<file path="config.mk">
export PLATFORM = sky130hd
export DESIGN_NAME = mul_arbiter
export DESIGN_NICKNAME = d
export VERILOG_FILES = /design/src/rtl/mul_arbiter_pkg.sv /design/src/rtl/rr_picker.sv /design/src/rtl/mul_arbiter.sv
export SDC_FILE = /design/constraint.sdc
export NUM_CORES = 1
export LEC_CHECK = 0
export ABC_AREA = 0
export CAP_MARGIN = 20
export CORE_MARGIN = 2
export CORE_UTILIZATION = 32
export DETAILED_ROUTE_END_ITERATION = 6
export MAX_ROUTING_LAYER = met4
export PLACE_DENSITY = 0.86
export SLEW_MARGIN = 20
export SYNTH_ARGS = -nofsm -noshare
export SYNTH_HDL_FRONTEND = slang
export SYNTH_HIERARCHICAL = 1
export SYNTH_SLANG_ARGS = --single-unit
</file>
<file path="constraint.sdc">
create_clock -name clk -period 1.9 [get_ports clk]
set_input_delay 0.38 -clock clk [delete_from_list [all_inputs] [get_ports clk]]
set_output_delay 0.38 -clock clk [all_outputs]
set_load 0.005 [all_outputs]
</file>
<file path="src/rtl/mul_arbiter_pkg.sv">
// Shared defaults and FSM state encoding for the multiplier arbiter.
package mul_arbiter_pkg;

    localparam int unsigned WIDTH_DEF   = 16;
    localparam int unsigned NREQ_DEF    = 4;
    localparam int unsigned TIMEOUT_CYC = 20;

    typedef enum logic [2:0] {
        IDLE,
        ISSUE,
        SETTLE,
        BUSY,
        RESP
    } state_e;

endpackage

</file>
<file path="src/rtl/rr_picker.sv">
// Combinational round-robin winner select: the scan starts one past last_grant.
module rr_picker #(
    parameter int unsigned NREQ = 4,
    parameter int unsigned IW   = (NREQ > 1) ? $clog2(NREQ) : 1
) (
    input  logic [NREQ-1:0] req_valid,
    input  logic [IW-1:0]   last_grant,
    output logic            found_c,
    output logic [IW-1:0]   winner_c
);

    // First requester found walking upward from last_grant+1, wrapping modulo NREQ.
    always_comb begin
        found_c  = 1'b0;
        winner_c = '0;
        for (int unsigned k = 1; k <= NREQ; k++) begin
            if (!found_c && req_valid[IW'((32'(last_grant) + k) % NREQ)]) begin
                found_c  = 1'b1;
                winner_c = IW'((32'(last_grant) + k) % NREQ);
            end
        end
    end

endmodule

</file>
<file path="src/rtl/mul_arbiter.sv">
// Round-robin arbiter sharing one external sequential multiplier among NREQ requesters.
// Optional build macro MUL_ARBITER_TIMEOUT_EN adds a BUSY watchdog that answers with resp_err.
module mul_arbiter
    import mul_arbiter_pkg::*;
#(
    parameter int unsigned WIDTH = WIDTH_DEF,
    parameter int unsigned NREQ  = NREQ_DEF
) (
    input  logic                  clk,
    input  logic                  rst,
    input  logic [NREQ-1:0]       req_valid,
    input  logic [NREQ*WIDTH-1:0] req_a,
    input  logic [NREQ*WIDTH-1:0] req_b,
    output logic [NREQ-1:0]       req_ready,
    output logic [NREQ-1:0]       resp_valid,
    output logic [2*WIDTH-1:0]    resp_product,
    output logic                  resp_err,
    output logic                  mul_start,
    output logic [WIDTH-1:0]      mul_multiplier,
    output logic [WIDTH-1:0]      mul_multiplicand,
    input  logic [2*WIDTH-1:0]    mul_product,
    input  logic                  mul_ready
);

    localparam int unsigned IW = (NREQ > 1) ? $clog2(NREQ) : 1;
    localparam int unsigned PW = 2 * WIDTH;

    state_e           state_q, state_d;
    logic [IW-1:0]    gnt_q, gnt_d;
    logic [IW-1:0]    last_q, last_d;
    logic [WIDTH-1:0] op_a_d, op_b_d;
    logic [PW-1:0]    prod_d;
    logic [NREQ-1:0]  req_ready_d, resp_valid_d;
    logic             mul_start_d;
    logic             found_c;
    logic [IW-1:0]    winner_c;
    logic [WIDTH-1:0] a_arr [NREQ];
    logic [WIDTH-1:0] b_arr [NREQ];

`ifdef MUL_ARBITER_TIMEOUT_EN
    localparam int unsigned CW = $clog2(TIMEOUT_CYC + 1);
    logic [CW-1:0] cnt_q, cnt_d;
    logic          err_d;
`endif

    // Split packed operand buses into per-requester slices.
    for (genvar i = 0; i < NREQ; i++) begin : g_unpack
        assign a_arr[i] = req_a[i*WIDTH +: WIDTH];
        assign b_arr[i] = req_b[i*WIDTH +: WIDTH];
    end

    rr_picker #(
        .NREQ (NREQ),
        .IW   (IW)
    ) u_pick (
        .req_valid  (req_valid),
        .last_grant (last_q),
        .found_c    (found_c),
        .winner_c   (winner_c)
    );

    // Next state plus next values of every registered output; pulses default low.
    always_comb begin
        state_d      = state_q;
        gnt_d        = gnt_q;
        last_d       = last_q;
        op_a_d       = mul_multiplier;
        op_b_d       = mul_multiplicand;
        prod_d       = resp_product;
        req_ready_d  = '0;
        resp_valid_d = '0;
        mul_start_d  = 1'b0;
`ifdef MUL_ARBITER_TIMEOUT_EN
        cnt_d        = cnt_q;
        err_d        = 1'b0;
`endif
        case (state_q)
            IDLE: begin
                if (found_c) begin
                    state_d               = ISSUE;
                    gnt_d                 = winner_c;
                    last_d                = winner_c;
                    op_a_d                = a_arr[winner_c];
                    op_b_d                = b_arr[winner_c];
                    req_ready_d[winner_c] = 1'b1;
                    mul_start_d           = 1'b1;
                end
            end
            ISSUE: begin
                state_d = SETTLE;
            end
            SETTLE: begin
                // Multiplier may still show a stale ready here; wait a cycle before trusting it.
                state_d = BUSY;
`ifdef MUL_ARBITER_TIMEOUT_EN
                cnt_d   = '0;
`endif
            end
            BUSY: begin
                if (mul_ready) begin
                    state_d             = RESP;
                    prod_d              = mul_product;
                    resp_valid_d[gnt_q] = 1'b1;
                end
`ifdef MUL_ARBITER_TIMEOUT_EN
                else if (cnt_q == CW'(TIMEOUT_CYC - 1)) begin
                    state_d             = RESP;
                    prod_d              = '0;
                    err_d               = 1'b1;
                    resp_valid_d[gnt_q] = 1'b1;
                end else begin
                    cnt_d = cnt_q + CW'(1);
                end
`endif
            end
            RESP: begin
                state_d = IDLE;
            end
            default: begin
                state_d = IDLE;
            end
        endcase
    end

    // State, grant bookkeeping and registered outputs.
    always_ff @(posedge clk) begin
        if (rst) begin
            state_q          <= IDLE;
            gnt_q            <= '0;
            last_q           <= IW'(NREQ - 1);
            mul_multiplier   <= '0;
            mul_multiplicand <= '0;
            resp_product     <= '0;
            req_ready        <= '0;
            resp_valid       <= '0;
            mul_start        <= 1'b0;
        end else begin
            state_q          <= state_d;
            gnt_q            <= gnt_d;
            last_q           <= last_d;
            mul_multiplier   <= op_a_d;
            mul_multiplicand <= op_b_d;
            resp_product     <= prod_d;
            req_ready        <= req_ready_d;
            resp_valid       <= resp_valid_d;
            mul_start        <= mul_start_d;
        end
    end

`ifdef MUL_ARBITER_TIMEOUT_EN
    // BUSY watchdog counter and error flag.
    always_ff @(posedge clk) begin
        if (rst) begin
            cnt_q    <= '0;
            resp_err <= 1'b0;
        end else begin
            cnt_q    <= cnt_d;
            resp_err <= err_d;
        end
    end
`else
    assign resp_err = 1'b0;
`endif

endmodule

</file>
**Word-level counts from Yosys, hierarchy flattened**

Cells that the tools add are included.
W data, S select, Z words.

- Flip-flop bits (word level): 80
- Input port bits: 167
- Output and inout port bits: 74
- Logic and storage cells: 77

- Add/subtract/negate cells: 4
- $lt $le $gt $ge: 9
- Equality and inequality tests: 5
- Multiplexer cells: 30
- Bitwise gates (word level): 5
- Reductions and logical operators: 15

Operators by type and width:

| operator | count |
|---|---|
| $bmux W16 S2 | 2 |
| $mux W16 | 4 |
| $lt A2 B3 Y1 const B | 6 |
| $pmux W3 S4 | 1 |
| $mux W1 | 11 |
| $bmux W1 S2 | 4 |
| $mux W2 | 4 |
| $eq A3 B2 Y1 const B | 2 |
| $mux W3 | 2 |
| $reduce_and A2 Y1 | 3 |
| $reduce_or A3 Y1 | 2 |
| $logic_and A1 B1 Y1 | 5 |
| $add A2 B1 Y2 const B | 2 |
| $add A2 B2 Y2 const B | 2 |
| $demux W1 S2 | 2 |
| $ge A2 B1 Y1 const B | 2 |
| $ne A2 B2 Y1 const B | 2 |
| $not A1 Y1 | 4 |
| $eq A3 B1 Y1 const B | 1 |
| $ge A3 B3 Y1 const B | 1 |
| $logic_not A1 Y1 | 3 |
| $logic_not A3 Y1 | 1 |
| $not A2 Y3 | 1 |
| $reduce_or A2 Y1 | 1 |

**Logic depth before layout (Yosys ltp)**

- Word-level depth: 17
- Mapped depth: 7
- Gate-level depth less buffers: 5

**By module**

The synthesis kept the hierarchy.

By module, submodules not included:

| module | instances | cells an instance | area an instance (um^2) | seq. area each (um^2) |
|---|---|---|---|---|
| mul_arbiter | 1 | 304 | 3430.8 | 1601.5 |
| rr_picker | 1 | 14 | 91.3 | 0.0 |

**Worst setup path before layout**

No wires, ideal clock.

- Path kind: input port to flip-flop
- From: input req_valid[2]
- To: register mul_multiplier[10]
- Library setup time: 0.117 ns
- Data arrival time: 1.778 ns
- Data required time: 1.783 ns
- Slack: 0.005 ns
- Stages on the path: 7
- Buffers on the path: 2
- Cell sequence: and2b_1 > a21oi_2 > o221ai_2 > buf_6 > buf_6 > mux4_2 > a22o_1

- Word-level cells in the longest chain between the ends: 16
- Elaborated cells between the ends (all ways): 27
- Classes of those cells: mux: 19; bitwise: 1; reduce/logical: 7

Ends and longest elaborated chain:

| what | line | text |
|---|---|---|
| start: declaration | mul_arbiter.sv:11 | `input logic [NREQ-1:0] req_valid,` |
| $bmux W1 S2 | rr_picker.sv:17 | `if (!found_c && req_valid[IW'((32'(last_grant) + k) % NREQ)]) begin` |
| $mux W1 (not written as such) | rr_picker.sv:17 |  |
| $mux W1 | rr_picker.sv:17 |  |
| $logic_not A1 Y1 | rr_picker.sv:17 |  |
| $logic_and A1 B1 Y1 | rr_picker.sv:17 |  |
| $mux W1 | rr_picker.sv:17 |  |
| $logic_not A1 Y1 | rr_picker.sv:17 |  |
| $logic_and A1 B1 Y1 | rr_picker.sv:17 |  |
| $mux W1 | rr_picker.sv:17 |  |
| $logic_not A1 Y1 | rr_picker.sv:17 |  |
| $logic_and A1 B1 Y1 | rr_picker.sv:17 |  |
| $mux W2 * | rr_picker.sv:17 |  |
| via winner_c[0] | mul_arbiter.sv:36 | `logic [IW-1:0] winner_c;` |
| $not A2 Y3 (not written as such) * | mul_arbiter.sv:83 | `op_a_d = a_arr[winner_c];` |
| $bmux W16 S2 * | mul_arbiter.sv:83 |  |
| $mux W16 (not written as such) * (2 in a row) | mul_arbiter.sv:83 |  |
| end signal: assignment | mul_arbiter.sv:141 | `mul_multiplier <= op_a_d;` |
| end: declaration | mul_arbiter.sv:19 | `output logic [WIDTH-1:0] mul_multiplier,` |

The timed path passes the listed nets; every way through them passes the cells marked *. The select of a mux whose other input is x is not followed.
A chain may end at the register's enable or synchronous reset.

**Worst setup path in the final report**

- From: input req_valid[0]
- To: register mul_multiplicand[13]

- Word-level cells in the longest chain between the ends: 16
- Elaborated cells between the ends (all ways): 27
- Classes of those cells: mux: 19; bitwise: 1; reduce/logical: 7

Ends and longest elaborated chain:

| what | line | text |
|---|---|---|
| $bmux W1 S2 | rr_picker.sv:17 |  |
| $mux W1 (not written as such) | rr_picker.sv:17 |  |
| $mux W1 | rr_picker.sv:17 |  |
| $logic_not A1 Y1 | rr_picker.sv:17 |  |
| $logic_and A1 B1 Y1 | rr_picker.sv:17 |  |
| $mux W1 | rr_picker.sv:17 |  |
| $logic_not A1 Y1 | rr_picker.sv:17 |  |
| $logic_and A1 B1 Y1 | rr_picker.sv:17 |  |
| $mux W1 | rr_picker.sv:17 |  |
| $logic_not A1 Y1 | rr_picker.sv:17 |  |
| $logic_and A1 B1 Y1 | rr_picker.sv:17 |  |
| $mux W2 * | rr_picker.sv:17 |  |
| via winner_c[0] | mul_arbiter.sv:36 |  |
| $not A2 Y3 (not written as such) * | mul_arbiter.sv:84 | `op_b_d = b_arr[winner_c];` |
| $bmux W16 S2 * | mul_arbiter.sv:84 |  |
| $mux W16 (not written as such) * (2 in a row) | mul_arbiter.sv:84 |  |
| end signal: assignment | mul_arbiter.sv:142 | `mul_multiplicand <= op_b_d;` |
| end: declaration | mul_arbiter.sv:20 | `output logic [WIDTH-1:0] mul_multiplicand,` |

Marks and branches as above.

==> metrics.md <==
| Metric | Value |
|---|---|
| Final setup violation count | `16` |
| Clock Skews | `0.00812 ns` |
| Layout area overhead | `82.3%` |
| Post-synth top area share | `0.455` |
| Clock Latency Late Sink | `0.35 ns` |
| Total GRT Usage | `0.202` |
| DR pass1 iterations | `4` |
| Die Span Y | `109 um` |
| Largest net degree at the start of global routing | `37` |
| LEAKAGE | `2.34 nW` |
| Min Tclk post-route | `1.96 ns` |
| Cells along the critical path | `clkdlybuf4s50_1 > o221ai_4 > buf_12 > buf_16 > mux4_2 > a22o_1` |
| Final hold vios | `0` |
| Starting density of the core | `0.326` |
| First-pass GRT wire length | `17800 um` |
| Register bit count reported by yosys | `80` |
| Combinational Power Share | `0.321` |
| Syn_nets | `485` |
| Synth Area per Inst | `11.1 sq um` |
| Crit-path slowest cell | `mux4_2` |
| Total Wirelength | `12200 um` |
| Gr ovfl total | `0` |
| RSZ-0062 raised after global routing | `yes` |
| Ys async rst share | `0` |
| CTS sink count | `80` |
| Worst hold-check path type | `flip-flop to flip-flop` |
| Worst Path Buf+Inv | `3` |
| Post-route DRC violation count | `0` |
| IR drop worst, VDD | `0.000398 V` |
| Core Area | `10800 sq um` |
| Syn Inst Count | `318` |
| Placed cells | `685` |
| Pwr/cell area | `721 nW/um^2` |
| Arrival @ worst endpoint | `2.19 ns` |
| Final cycle utilization of the critical path | `1.03` |
| Clk network pwr share | `0.266` |
| Library cells used by synthesis | `36` |
| Max_cap viols | `0` |
| Critical path depth in cells | `6` |
| Post-synth EDFFs | `0` |
| Initial antenna violation count | `1` |
| DR vias/cell | `4.95` |
| Peak Freq | `511 MHz` |
| Detail Route Antenna Nets | `0` |
| Vias | `3497` |
| Sequential power share | `0.413` |
| Leading area contributor after synthesis | `dfxtp_1` |
| CP Max Fanout | `6` |
| I/O Pins | `241` |
| DIE AREA | `11900 sq um` |
| R2R depth | `7` |
| CP Launch Type | `input port` |
| Sw frac | `0.253` |
| PortBufs | `239` |
| Post-DP HPWL | `9160 um` |
| Post-Layout Cell Count | `707` |
| Crit path largest cell delay | `0.51 ns` |
| Crit path required time | `2.13 ns` |
| Vias in the first global route | `3694` |
| Synth Cell Area | `3520 sq um` |
| CTS HTree Levels | `3` |
| Setup CP Type | `input port to flip-flop` |
| Longest Clk Path Bufs | `2` |
| P_sw | `1.17 mW` |
| CTS Buf Count | `9` |
| Area contributors post-synth | `dfxtp_1 45%, mux4_2 17%, a22o_1 8.0%` |
| Crit. End Element | `flip-flop` |
| Post-DP Area | `6120 sq um` |
| Commonest cells in the synthesized netlist | `80 x dfxtp_1, 71 x nand2_1, 38 x a21oi_1` |
| Failing checks | `setup timing` |
| Primary FF master, synth | `dfxtp_1` |
| Placer Congestion | `0.760` |
| Layout Nets | `729` |
| Seq/Total Area, Yosys | `0.455` |
| Worst Setup Slack, final | `-0.0553 ns` |
| Hold path depth | `2` |
| Layout cells sized above 1 | `0.143` |
| Row count | `38` |
| Die width | `109 um` |
| CTS tree | `done` |
| Clk pin slew, worst setup/hold paths | `0.08 ns` |
| 1st-iter DRT viols | `164` |
| Clk root buf | `clkbuf_8` |
| Internal Power | `3.46 mW` |
| Synth warn | `6` |
| Routed WL per cell | `17.2 um` |
| CP delay by family, top | `buffers and inverters` |
| Status | `finished with violations` |
| Most common cell in the netlist | `dfxtp_1` |
| Max Slew Vio Count | `0` |
| Filler instances | `859` |
| Post-route cell area | `6420 sq um` |
[registers in the layout, indices dropped and copies added, names as in the netlist]
| signal | flops |
|---|---|
| resp_product | 32 |
| mul_multiplicand | 16 |
| mul_multiplier | 16 |
| req_ready | 4 |
| resp_valid | 4 |
| state_q | 3 |
| gnt_q | 2 |
| last_q | 2 |
| mul_start | 1 |
[power groups by stage]
stage               Combinational [mW]  Sequential (mW)  Clock (mW)
floorplan                        0.637             1.94           0
global route                      1.58             1.93        1.34
finish                            1.48             1.91        1.23
detailed placement                1.38             1.95           0
CTS                               1.50             1.91        1.28
global placement                  1.34             1.94           0
[per-stage QoR]
stage | total power [mW] | setup TNS, ns | setup slack, ns | util | hold slack [ns]
after floorplan | 2.58 | 0 | 0.00510 | - | 0.451
after global placement | 3.28 | -17.79 | -0.543 | 0.567 | 0.441
after detailed placement | 3.33 | -18.98 | -0.588 | 0.567 | 0.447
after CTS | 4.69 | -0.719 | -0.0565 | 0.597 | 0.458
after global routing | 4.85 | -0.891 | -0.0632 | 0.595 | 0.478
final | 4.63 | -0.378 | -0.0553 | 0.595 | 0.457
[tightest hold or removal path: cells and delay by family (launching register included)]
kind / cells / cell delay, ns
simple gates: 1 / 0.05
compound gates: 1 / 0.05
flops: 1 / 0.31
[logic make-up after synthesis]
group                  after synthesis  share of synthesized area
AOI/OAI and AO/OA                   76                      0.147
DFF                                 80                      0.455
buffers and inverters               32                     0.0554
and+or+nand+nor                     96                      0.128
other                                1                    0.00106
muxes                               33                      0.214
[final cells by class]
class / instances / area (sq um) / share of cell area
diodes: 1 / 2.50 / 0.000390
multi-input cells: 206 / 1750 / 0.273
clock inverters: 3 / 42.5 / 0.00662
well taps: 140 / 175 / 0.0273
repair buffers: 262 / 2690 / 0.418
inverters: 3 / 11.3 / 0.00175
flip-flops and latches: 80 / 1610 / 0.250
clock buffers: 12 / 145 / 0.0226
[layer usage]
layer  global-route usage  part of all wire  vias up
met3               0.0544             0.083       24
met5                    -                 0        -
met2                0.377              0.53      165
met4               0.0998             0.028        0
met1                0.190              0.36     1659
li1                     -                 -     1649
[repair_timing]
action,in CTS,in global routing
buffers inserted,4,1
pin swaps,4,1
endpoints found under the setup margin,32,32
gates cloned,3,0
resized for setup,19,6
hold buffers,0,0
[cell usage in the layout (no fill, tap or decap), types with 2 or more instances in the layout]
master           instances
buf_16                   2
nor2_1                   6
clkbuf_8                10
a21oi_1                 37
buf_4                   12
mux4_2                  32
inv_1                    2
a22o_1                  32
and3_1                   2
a21oi_4                  2
dfxtp_1                 79
nor4b_1                  2
buf_12                   6
clkbuf_1                 2
dlygate4sd2_1            2
clkdlybuf4s50_1        236
buf_6                    2
nor3b_1                  2
nand2b_4                 2
a31oi_1                  2
nand2_1                 71
[final timing paths]
| kind | start | end | slack, ns |
|---|---|---|---|
| min reg2reg | resp_product[6] | resp_product[6] | 0.46 |
| max reg2reg | last_q[1] | mul_multiplicand[13] | -0.03 |
| min | resp_product[6] | resp_product[6] | 0.46 |
| max | req_valid[0] | mul_multiplicand[13] | -0.06 |
Note: power is estimated with default switching activity, not from simulation.
==> patch (same settings) <==
Change the package constant `WIDTH_DEF` from 16 to 14.
--- a/src/rtl/mul_arbiter_pkg.sv
+++ b/src/rtl/mul_arbiter_pkg.sv
@@ -1,7 +1,7 @@
 // Shared defaults and FSM state encoding for the multiplier arbiter.
 package mul_arbiter_pkg;
 
-    localparam int unsigned WIDTH_DEF   = 16;
+    localparam int unsigned WIDTH_DEF   = 14;
     localparam int unsigned NREQ_DEF    = 4;
     localparam int unsigned TIMEOUT_CYC = 20;
 
Interface: changed (6 resized); port bits go from 241 to 213. No check against the original RTL was run, so the function may have changed too.
==> patch against the original RTL <==
Power fell by 3.6%. Fmax rose by 3.8%. Wire length fell by 10%. Sequential power fell by 9.9%. Sequential cell count fell by 8. Combinational power fell by 11%. Worst setup slack improved by 71 ps. Sequential share of layout area fell by 0.23 points. Critical path depth rose by 2. Cell area fell by 9.1%. Area after synthesis fell by 10%. Final cell count fell by 8.3%. Critical endpoint is now mul_multiplier[6].
==> patch: results (changes against the original RTL) <==
Global route
The initial antenna violation count is 0 (-1). The via count of the first global-routing pass is 3333 (-9.8%). The maximum number of pins on one net before global-route repair is 31 (-16%).

The total routing resource utilization after global routing came to 20.1% (-0.17 points). The first-pass GRT wire length was 16000 um (-9.9%).

Timing
The maximum clock skew at final layout is 14.1 ps (+5.96 ps). The tightest slew margin relative to the limit is a little over half. The final clock period utilization by the worst path is 99.2% (-3.7 points).

Synth
The number of distinct standard cells referenced by the synthesized netlist is 35 (-2.8%). The post-synthesis instance total was 286 (-10%). The count of synthesis-stage warnings from yosys is 6 (unchanged). The fraction of the yosys area taken by sequential cells is 45.6% (+0.081 points). The count of flip-flops with a built-in enable after synthesis was 0 (unchanged). Ranked by instance count, the synthesized netlist is headed by dfxtp_1 (72), nand2_1 (63), a21oi_1 (34). The net count of the mapped netlist is 433 (-11%). In the post-synthesis netlist, the biggest area contributors are dfxtp_1 (46%), mux4_2 (20%), a22o_1 (7.8%). The fraction of registers with async set or reset after synthesis came to 0% (unchanged).

Cells and area
The antenna diode count is 0 (-1). The non-filler instance count after layout was 648 (-8.3%). In the final layout, the registers with the most flip-flops are resp_product: 28 flops, mul_multiplicand: 14 flops, mul_multiplier: 14 flops. The fraction of final layout cells sized beyond drive strength 1 is 15.9% (+1.6 points). The number of inserted filler cells in the final layout is 770 (-10%). The net total in the final layout came to 657 (-9.9%).

Placed design
The instance area after placement is 5500 sq um (-10%). The setup slack at placement is -568 ps (+20.1 ps). The placer congestion estimate is 0.842 (+11%). The number of placed instances, taps included is 625 (-8.8%). The detailed-placement wirelength estimate is 8330 um (-9.1%). The count of buffers from port buffering came to 211 (-12%).

Drt
The number of iterations in the first detailed-routing pass is 4 (unchanged). The DRC violation count after routing was 0 (unchanged). The mean routed wirelength per cell is 16.8 um (-2.2%). The overall via count from detail_route was 3194 (-8.7%).

The initial detailed-routing violation count came to 62 (-62%).

CTS
The number of CTS-inserted buffers was 9 (unchanged). The root cell of the clock tree is clkbuf_8. The H-tree level count came to 3 (unchanged).

Clock latency on the worst-skew pair, taken at its later pin, is roughly 340 ps. The clock transition at the registers of the reported paths is 80 ps (about the same). The number of buffers on the longest clock path came to 2 (unchanged).

Power
The internal power summed over all cells was 3.30 mW (-4.6%). The part of the power in the clock network was 31.8% (+5.2 points). The worst vdd rail ir drop is 0.000475 V (+20%). The power attributed to combinational cells was 1.32 mW (-11%). The total leakage power was 2.15 nW (-7.8%).

Worst setup path
The depth of the worst register-to-register path is 7 (unchanged). The start point of the critical path is req_valid[2]. The setup slack on the worst flop-to-flop path is 20 ps (+50 ps).

The kind of cell with the highest combined delay along the critical path is buffers and inverters. The largest single stage delay on the critical path is ~500 ps. The largest fanout on the critical path is 8 (+2). For this design, the slowest cell found on the critical path is mux4_2. The endpoint identified for the worst register-to-register timing path is mul_multiplier[6]. The data arrival at the endpoint of the critical path was 2110 ps (-80 ps). The start of the worst register-to-register path is last_q[1].

The category of the critical setup timing path is in2reg.

Hold path
The hold-critical path depth is 2 (unchanged). The type of the worst min-delay path is reg2reg.

Run status
The run finished with clean final reports.
patch: stage by stage:
step           power (mW)  setup TNS (ps)  util, %
2_1_floorplan        2.33               0        -
3_3_place_gp         2.97          -14550     56.8
3_5_place_dp         3.01          -15590     56.8
4_1_cts              4.49            -215     60.0
5_1_grt              4.67            -274     60.3
6_report             4.46               0     60.3
patch: how the worst min path moves through the flow:
stage,start,to,slack (ps)
after floorplan,gnt_q[1],resp_valid[1],450
after global placement,resp_product[4],resp_product[4],440
after detailed placement,resp_product[15],resp_product[15],450
after CTS,resp_product[15],resp_product[15],460
after global routing,resp_product[22],resp_product[22],480
final,resp_product[24],resp_product[24],460
patch: worst min-delay path, delay by kind of cell, from the launching register on:
kind,cells,cell delay [ps]
compound gates,1,50
flops,1,310
simple gates,1,50
patch: what timing repair did:
action / in CTS / in global routing
gates cloned: 1 / 1
setup endpoints to repair: 28 / 28
hold endpoints to repair: 0 / 0
gates resized for setup: 12 / 2
setup buffers: 3 / 3
pin swaps: 2 / 1
patch: per-layer routing:
layer / up-vias / wire, um / share of wire [%] / track usage, %
met5: - / 0 / 0 / -
met2: 153 / 5610 / 51 / 35.8
li1: 1491 / - / - / -
met3: 25 / 1040 / 9.5 / 5.98
met1: 1525 / 3990 / 37 / 20.8
met4: 0 / 257 / 2.4 / 7.29
patch: area by class of cell:
cell class	instances	area share, %
inverters	3	0.193
clock buffers	9	2.12
multi-input cells	186	26.8
flip-flops and latches	72	24.8
well taps	133	2.85
repair buffers	238	41.4
clock inverters	7	1.84
patch: cells by family after synthesis:
kind of cell | after synthesis | share of synthesized area [%]
other | 1 | 0.119
flip-flops | 72 | 45.6
multiplexers | 29 | 20.2
AO/OA/AOI/OAI | 68 | 14.6
AND/OR/NAND/NOR | 88 | 13.4
buffers and inverters | 28 | 6.09
